$ cat src/rtl/mmio_pkg.sv
// mmio_pkg: shared MMIO address-map constants, decode helpers and write-buffer entry layout
package mmio_pkg;

    localparam int REGION_SHIFT = 10;
    localparam logic [31:0] GPIO_BASE = 32'h0000_0400;

    typedef struct packed {
        logic [31:0] addr;
        logic [31:0] data;
    } wbuf_entry_t;

    function automatic logic [31-REGION_SHIFT:0] region_idx(input logic [31:0] addr);
        return (32-REGION_SHIFT)'(addr >> REGION_SHIFT);
    endfunction

    function automatic logic [31:0] region_offset(input logic [31:0] addr);
        return addr & ((32'd1 << REGION_SHIFT) - 32'd1);
    endfunction

endpackage

$ cat src/rtl/sync_fifo.sv
// sync_fifo: in-order storage FIFO; a separate count register tells full from empty
module sync_fifo #(
    parameter int WIDTH = 64,
    parameter int DEPTH = 4
) (
    input  logic                       clk,
    input  logic                       rst,
    input  logic                       push_i,
    input  logic                       pop_i,
    input  logic [WIDTH-1:0]           wdata_i,
    output logic [WIDTH-1:0]           rdata_o,
    output logic                       full_o,
    output logic                       empty_o,
    output logic [$clog2(DEPTH):0]     count_o
);

    localparam int AW = $clog2(DEPTH);

    logic [WIDTH-1:0] mem_q [DEPTH];
    logic [AW-1:0]    wr_ptr_q, wr_ptr_d, rd_ptr_q, rd_ptr_d;
    logic [AW:0]      count_q, count_d;
    logic             do_push, do_pop;

    assign full_o  = count_q == (AW+1)'(DEPTH);
    assign empty_o = count_q == '0;
    assign count_o = count_q;
    assign rdata_o = mem_q[rd_ptr_q];

    // pointer and occupancy next state; pointers wrap naturally on AW bits
    always_comb begin
        do_push  = push_i && !full_o;
        do_pop   = pop_i && !empty_o;
        wr_ptr_d = do_push ? wr_ptr_q + 1'b1 : wr_ptr_q;
        rd_ptr_d = do_pop ? rd_ptr_q + 1'b1 : rd_ptr_q;
        count_d  = count_q + (AW+1)'(do_push) - (AW+1)'(do_pop);
    end

    // pointer and count registers
    always_ff @(posedge clk) begin
        if (rst) begin
            wr_ptr_q <= '0;
            rd_ptr_q <= '0;
            count_q  <= '0;
        end else begin
            wr_ptr_q <= wr_ptr_d;
            rd_ptr_q <= rd_ptr_d;
            count_q  <= count_d;
        end
    end

    // storage array; contents are don't-care until written
    always_ff @(posedge clk) begin
        if (do_push) mem_q[wr_ptr_q] <= wdata_i;
    end

endmodule

$ cat src/rtl/mmio_write_buffer.sv
// mmio_write_buffer: posted store buffer with 1 KiB region decode; optional MMIO_WBUF_ERRCNT_EN adds err_count
module mmio_write_buffer
    import mmio_pkg::*;
#(
    parameter int DEPTH       = 4,
    parameter int NPER        = 4,
    parameter int BASE_REGION = 1
) (
    input  logic            clk,
    input  logic            rst,
    input  logic            st_valid,
    output logic            st_ready,
    input  logic [31:0]     st_addr,
    input  logic [31:0]     st_data,
    input  logic [NPER-1:0] p_busy,
    output logic [NPER-1:0] p_w_en,
    output logic [31:0]     p_w_addr,
    output logic [31:0]     p_w_data,
    output logic            wbuf_empty,
    output logic            err
`ifdef MMIO_WBUF_ERRCNT_EN
    ,
    output logic [15:0]     err_count
`endif
);

    localparam int IW = NPER > 1 ? $clog2(NPER) : 1;
    localparam int CW = $clog2(DEPTH) + 1;

    wbuf_entry_t     wr_entry, head;
    logic            full, empty;
    logic [CW-1:0]   count;
    logic [31-REGION_SHIFT:0] idx;
    logic            mapped, pop;
    logic [NPER-1:0] p_w_en_q, p_w_en_d;
    logic [31:0]     p_w_addr_q, p_w_addr_d, p_w_data_q, p_w_data_d;
    logic            err_q, err_d;

    assign wr_entry = '{addr: st_addr, data: st_data};
    assign st_ready = !rst && !full;

    sync_fifo #(.WIDTH($bits(wbuf_entry_t)), .DEPTH(DEPTH)) u_fifo (
        .clk     (clk),
        .rst     (rst),
        .push_i  (st_valid && st_ready),
        .pop_i   (pop),
        .wdata_i (wr_entry),
        .rdata_o (head),
        .full_o  (full),
        .empty_o (empty),
        .count_o (count)
    );

    // decode the head entry; a negative index wraps to a large value and is unmapped
    always_comb begin
        idx        = region_idx(head.addr) - (32-REGION_SHIFT)'(BASE_REGION);
        mapped     = idx < (32-REGION_SHIFT)'(NPER) && head.addr[1:0] == 2'b00;
        pop        = !empty && (!mapped || !p_busy[idx[IW-1:0]]);
        p_w_en_d   = (pop && mapped) ? NPER'(1) << idx[IW-1:0] : '0;
        p_w_addr_d = (pop && mapped) ? region_offset(head.addr) : p_w_addr_q;
        p_w_data_d = (pop && mapped) ? head.data : p_w_data_q;
        err_d      = pop && !mapped;
    end

    // registered strobe, payload and error pulse
    always_ff @(posedge clk) begin
        if (rst) begin
            p_w_en_q   <= '0;
            p_w_addr_q <= '0;
            p_w_data_q <= '0;
            err_q      <= 1'b0;
        end else begin
            p_w_en_q   <= p_w_en_d;
            p_w_addr_q <= p_w_addr_d;
            p_w_data_q <= p_w_data_d;
            err_q      <= err_d;
        end
    end

    assign p_w_en     = p_w_en_q;
    assign p_w_addr   = p_w_addr_q;
    assign p_w_data   = p_w_data_q;
    assign err        = err_q;
    assign wbuf_empty = count == '0 && p_w_en_q == '0;

`ifdef MMIO_WBUF_ERRCNT_EN
    logic [15:0] err_count_q, err_count_d;

    // saturating count of dropped stores
    always_comb begin
        err_count_d = (err_q && err_count_q != 16'hFFFF) ? err_count_q + 16'd1 : err_count_q;
    end

    // error counter register
    always_ff @(posedge clk) begin
        if (rst) err_count_q <= '0;
        else     err_count_q <= err_count_d;
    end

    assign err_count = err_count_q;
`else
`endif

endmodule

$ cat config.mk
export PLATFORM = sky130hd
export DESIGN_NAME = mmio_write_buffer
export DESIGN_NICKNAME = d
export VERILOG_FILES = /design/src/rtl/mmio_pkg.sv /design/src/rtl/sync_fifo.sv /design/src/rtl/mmio_write_buffer.sv
export SDC_FILE = /design/constraint.sdc
export NUM_CORES = 1
export LEC_CHECK = 0
export CORE_ASPECT_RATIO = 0.6
export CORE_UTILIZATION = 60
export DETAILED_ROUTE_END_ITERATION = 8
export PLACE_DENSITY = 0.82
export SYNTH_ARGS = -nofsm -noshare
export SYNTH_HDL_FRONTEND = slang
export SYNTH_SLANG_ARGS = --single-unit
$ cat constraint.sdc
create_clock -name clk -period 5.8 [get_ports clk]
set_clock_uncertainty 0.2 [all_clocks]
set_input_delay 1.45 -clock clk [delete_from_list [all_inputs] [get_ports clk]]
set_output_delay 1.45 -clock clk [all_outputs]
set_load 0.005 [all_outputs]
; Yosys cells after proc, flatten, opt, wreduce, memory -nomap -nowiden
; Memory sizes are Yosys's and may differ from the RTL's. A register that Yosys moved wholly into a read port is not among the register bits.
; Index checks and enable logic that the tools add are counted.
[classes]
addsub = 5
order_cmp = 2
eq_ne = 1
n_shift = 1
muxes = 6
n_bitwise = 1
reduce_logical = 19
[ops]
columns = cell, n
row1 = less-than comparator 22 x 3 -> 1 bit (second input constant), 1
row2 = subtractor 22 x 1 -> 22 bit (second input constant), 1
row3 = logical AND 1 bit, 9
row4 = zero test 1 bit, 5
row5 = adder 2 x 1 -> 2 bit (second input constant), 2
row6 = zero test 4 bit, 1
row7 = 2-to-1 mux 2 bit, 2
row8 = << shifter 1 x 2 -> 4 bit (first input constant), 1
row9 = adder 3 x 1 -> 3 bit, 1
row10 = equality test 3 bit (second input constant), 1
row11 = zero test 3 bit, 1
row12 = less-than comparator 2 x 3 -> 1 bit (second input constant), 1
row13 = 2-to-1 mux 1 bit, 3
row14 = subtractor 3 x 1 -> 3 bit, 1
row15 = binary-select mux 1 bit (select 2 bit), 1
row16 = zero test 2 bit, 1
row17 = OR reduction 2 bit, 1
row18 = logical OR 1 bit, 1
row19 = inverter 1 bit, 1
[totals]
ff_bits = 54
ramBits = 256
in_bits = 71
out_inout_bits = 71
word_cells = 43
n_memories = 1
[memory_table]
columns = memory, words, width, read_ports, rd_ports_with_merged_regs, write_ports, line_no
row1 = u_fifo.mem_q, 4, 64, 1, 1, 1, sync_fifo.sv:19  ; logic [WIDTH-1:0] mem_q [DEPTH];

; Depth between registers and ports, before layout
[logic_depth]
depth_word = 9
depth_mapped = 18
ltp_nobuf = 16

; By module
; A second synthesis with hierarchy kept.
[hier_totals]
hier_cells = 649
area_unflattened_um2 = 12415.7
[by_module_without_submodules]
columns = mod, instances, cells_each, area_each_um2, seq_area_each_um2
row1 = sync_fifo, 1, 385, 9781.9, 7867.5
row2 = mmio_write_buffer, 1, 264, 2633.8, 940.9

; Worst setup path before layout
; No wires, ideal clock.
[synth_timing]
kind = input to register
start = input rst
end = memory u_fifo.mem_q[2][0], enable pin
setup_ps = 429
arrival_ps = 3356
required_ps = 5171
path_slack_ps = 1815
stages = 2
path_buffers = 0
path_cell_list = a31oi_1 and3_1
[synth_between]
elab_chain_cells = 6
[synth_lines]
columns = element, line_no
row1 = from (decl), mmio_write_buffer.sv:10  ; input logic rst,
row2 = zero test 1 bit, mmio_write_buffer.sv:40  ; assign st_ready = !rst && !full;
row3 = logical AND 1 bit, mmio_write_buffer.sv:40
row4 = logical AND 1 bit, mmio_write_buffer.sv:45  ; .push_i (st_valid && st_ready),
row5 = logical AND 1 bit, sync_fifo.sv:31  ; do_push = push_i && !full_o;
row6 = 2-to-1 mux 1 bit, sync_fifo.sv:53  ; if (do_push) mem_q[wr_ptr_q] <= wdata_i;
row7 = 2-to-1 mux 1 bit (not written as such), sync_fifo.sv:53
row8 = to (decl), sync_fifo.sv:19
; No other way between the ends.

==> key figures <==
Outcome
  – Status: finished clean

Worst setup path
  – Flop-to-flop setup slack: 0.93 ns
  – Worst r2r path cells: 16
  – Worst EP required: 5.99 ns
  – Critical path fanouts, max: 23
  – Startpoint types: flop
  – Setup crit end kind: flop
  – R2r endpoint: u_fifo.count_o[2]$_SDFF_PP0_
  – Critical path arrival: 5.06 ns
  – Crit Path Class: flop to flop

Worst hold path
  – Hold Path Stages: 2
  – Hold EP: p_w_data[27]$_SDFFE_PP0P_
  – Hold WC Path Type: flop to flop
  – Hold_sp: p_w_data[27]$_SDFFE_PP0P_

Place
  – IO buf count: 119
  – Post-Place Cells: 982
  – HPWL Detailed: 13,200 microns
  – Routability Congestion: 0.877
  – Post-place setup slack: 1.06 ns

Layout
  – Area occupied by multi-input gates: 2700 sq um
  – Synthesis-to-finish area growth: 18.7%
  – Register area: 8810 sq um
  – Final Non-Filler Cells: 1,033
  – Fraction of layout cells with a size suffix above 1: 14.2%
  – Final nets: 824
  – Filler instances: 1,154

Floorplanning
  – Die area: 20,200 sq um
  – Die Ht: 110 microns
  – Area of the core: 19,100 sq um
  – Die Span X: 183 microns
  – Starting density of the core: 61.5%
  – Std cell rows: 39
  – Top-Level Pins: 142

Routing
  – DRC viols: 0
  – Final Routed Wirelength: 22,500 microns
  – Vias: 5,987
  – DR iter-0 viols: 632
  – Antenna-violating nets left: 0
  – Vias/cell: 5.80
  – First-pass DRT Iterations: 5
  – Wire length per cell: 21.7 microns

Synth
  – Avg Cell Area, Syn: 19.0 sq um
  – Number of synthesized flops with an enable pin: 256
  – Top-area cell type share of the netlist area: 65.3%
  – Number of synthesized register bits: 312
  – Post-synth ARST share: 0%
  – Synth Flop Type: edfxtp_1
  – Post-synth top area cell: edfxtp_1
  – Synth Warn #: 0
  – Synth area leaders: edfxtp_1 (65%), dfxtp_1 (9.5%), mux4_2 (9.0%), mux2i_1 (3.6%), nor2_1 (2.0%)
  – Netlist Area Pre-Place: 11,800 sq um
  – Post-synthesis sequential area ratio: 74.9%
  – Gate Count Post-Synth: 618
  – Post-synthesis cell type count: 48

Global route
  – First-pass GRT wire length: 34,300 microns
  – Initial antenna violation count: 1
  – Vias in the first global route: 6,027
  – Congestion Overflow GR: 0
  – Largest net degree at the start of global routing: 65
  – GRT Total Usage: 22.6%

Clocking
  – TritonCTS clock tree: done
  – Clk pin slew, worst setup/hold paths: 0.07 ns
  – # hold bufs at CTS: 0
  – CTS root buffer: clkbuf_16
  – Post-CTS Resized: 0
  – Clk Latency, worst-skew pair: 0.53 ns
  – Num CTS Buffers: 27
  – H-tree depth: 1
  – Setup Buffers After CTS: 0
  – Clock Tree Buf Depth: 3
  – Clock sink total: 312

STA
  – Setup Viol. Count Final: 0
  – Unrepaired setup endpoints after global routing: no
  – Final min period: 4.87 ns
  – Max-slew violation count: 0
  – Slew at the pin with the worst max-slew slack: 1.02 ns
  – Final hold slack: 0.298 ns
  – Final count of hold timing violations: 0
  – Highest clock rate: 206 MHz
  – Crit share post-route: 83.9%
  – PnR worst setup slack: 0.934 ns
  – Rel. slew slack: 31.8%
  – Setup TNS: 0 ns

Power and ir drop
  – Sequential share of power: 49.8%
  – Switch share: 25.3%
  – Pint: 3960 uW
  – Comb pwr share: 17.6%
  – Clock Power Share: 32.7%
  – Switching pwr: 1340 uW
  – Pleak: 0.00483 uW
  – PwrDens: 379 nW/um^2
  – Worst vdd ir: 0.230 mV

Flow run
  – Max_cap viols: 0
Yosys cell counts (all sizes together), types with 2 or more instances:
library cell  instances
a22oi                 2
ha                    7
a21oi                 2
nor2                 64
edfxtp              256
xnor2                 4
dfxtp                56
a31oi                 3
mux2i                42
buf                  31
nor4b                 3
and3b                 2
inv                  12
nor3                  8
o31a                  2
nor3b                 3
o311ai                2
mux4                 55
nand2                 5
o21ai                 2
o31ai                 2
nor4                 10
or2                   3
clkbuf               16
nand3                 3
nor2b                 2
and2                  2
nand4                 3
and3                  5
power by group through the flow:
stage               sequential (uW)  combinational [uW]  clock [uW]
floorplan                      2620                 724           0
global placement               2680                 878           0
detailed placement             2690                 912           0
CTS                            2640                 929        1750
global route                   2650                 995        1830
finish                         2640                 930        1730
cells in the final DEF (no fill, tap or decap), drive strengths merged, types with 8 or more instances in the layout:
| cell type | instances |
|---|---|
| dfxtp | 56 |
| nor2 | 64 |
| mux2i | 42 |
| conb | 22 |
| nor3 | 8 |
| nor4 | 10 |
| clkinv | 8 |
| clkbuf | 37 |
| mux4 | 55 |
| clkdlybuf4s50 | 118 |
| inv | 13 |
| edfxtp | 256 |
flip-flops by register name, summed over array words and instances, names as in the netlist, named ones only:
register	count
u_fifo.mem_q	256
u_fifo.wr_ptr_q	2
u_fifo.count_o	3
err	1
u_fifo.rd_ptr_q	2
p_w_data	32
p_w_addr	10
p_w_en	4
stage by stage:
step           util [%]  cell area [sq um]  power (uW)
2_1_floorplan         -              11800        3340
3_3_place_gp       68.5              13100        3560
3_5_place_dp       68.5              13100        3600
4_1_cts            73.0              14000        5320
5_1_grt            73.0              14000        5480
6_report           73.0              14000        5300
metal layers:
| metal | track usage (%) | wire (microns) | part of all wire, % | vias to the layer above |
|---|---|---|---|---|
| met5 | 0 | 0 | 0 | - |
| met4 | 4.61 | 352 | 1.6 | 0 |
| met3 | 4.72 | 2110 | 9.4 | 35 |
| met2 | 33.6 | 10200 | 45 | 283 |
| met1 | 35.3 | 9820 | 44 | 3022 |
| li1 | - | - | - | 2647 |
layout make-up:
| type | count | area share (%) |
|---|---|---|
| antenna | 2 | 0.0358 |
| clock buffer | 37 | 5.40 |
| clock inverter | 12 | 0.681 |
| inverter | 12 | 0.323 |
| multi-input combinational | 268 | 19.3 |
| sequential | 312 | 63.1 |
| tap | 266 | 2.38 |
| timing repair buffer | 124 | 8.76 |
how the worst max path moves through the flow:
stage,endpoint,from
floorplan,u_fifo.mem_q[2][0]$_DFFE_PP_,rst
global placement,u_fifo.count_o[2]$_SDFF_PP0_,flop
detailed placement,u_fifo.count_o[2]$_SDFF_PP0_,flop
CTS,u_fifo.count_o[2]$_SDFF_PP0_,flop
global route,u_fifo.count_o[2]$_SDFF_PP0_,flop
finish,u_fifo.count_o[2]$_SDFF_PP0_,flop
logic make-up after synthesis:
logic type | synth area share [%]
simple gates | 5.05
fa+ha+maj | 0.914
xor+xnor | 0.298
other cells | 0.0319
buf+inv | 3.07
mux | 14.5
compound gates | 1.32
flops | 74.9
critical path, cell delays in order, from the launching register on:
cell and delay, ns:
dfxtp_4 0.65, mux4_1 0.75, inv_1 0.17, ha_1 0.20
inv_1 0.09, a21oi_1 0.14, mux2i_1 0.09, nor4_1 0.35
a21boi_1 0.46, a31oi_1 0.29, ha_1 0.36, inv_1 0.04
ha_1 0.19, fa_1 0.38, xnor2_1 0.17, xnor2_1 0.14
nor2_1 0.06
(Power assumes the default switching activity.)
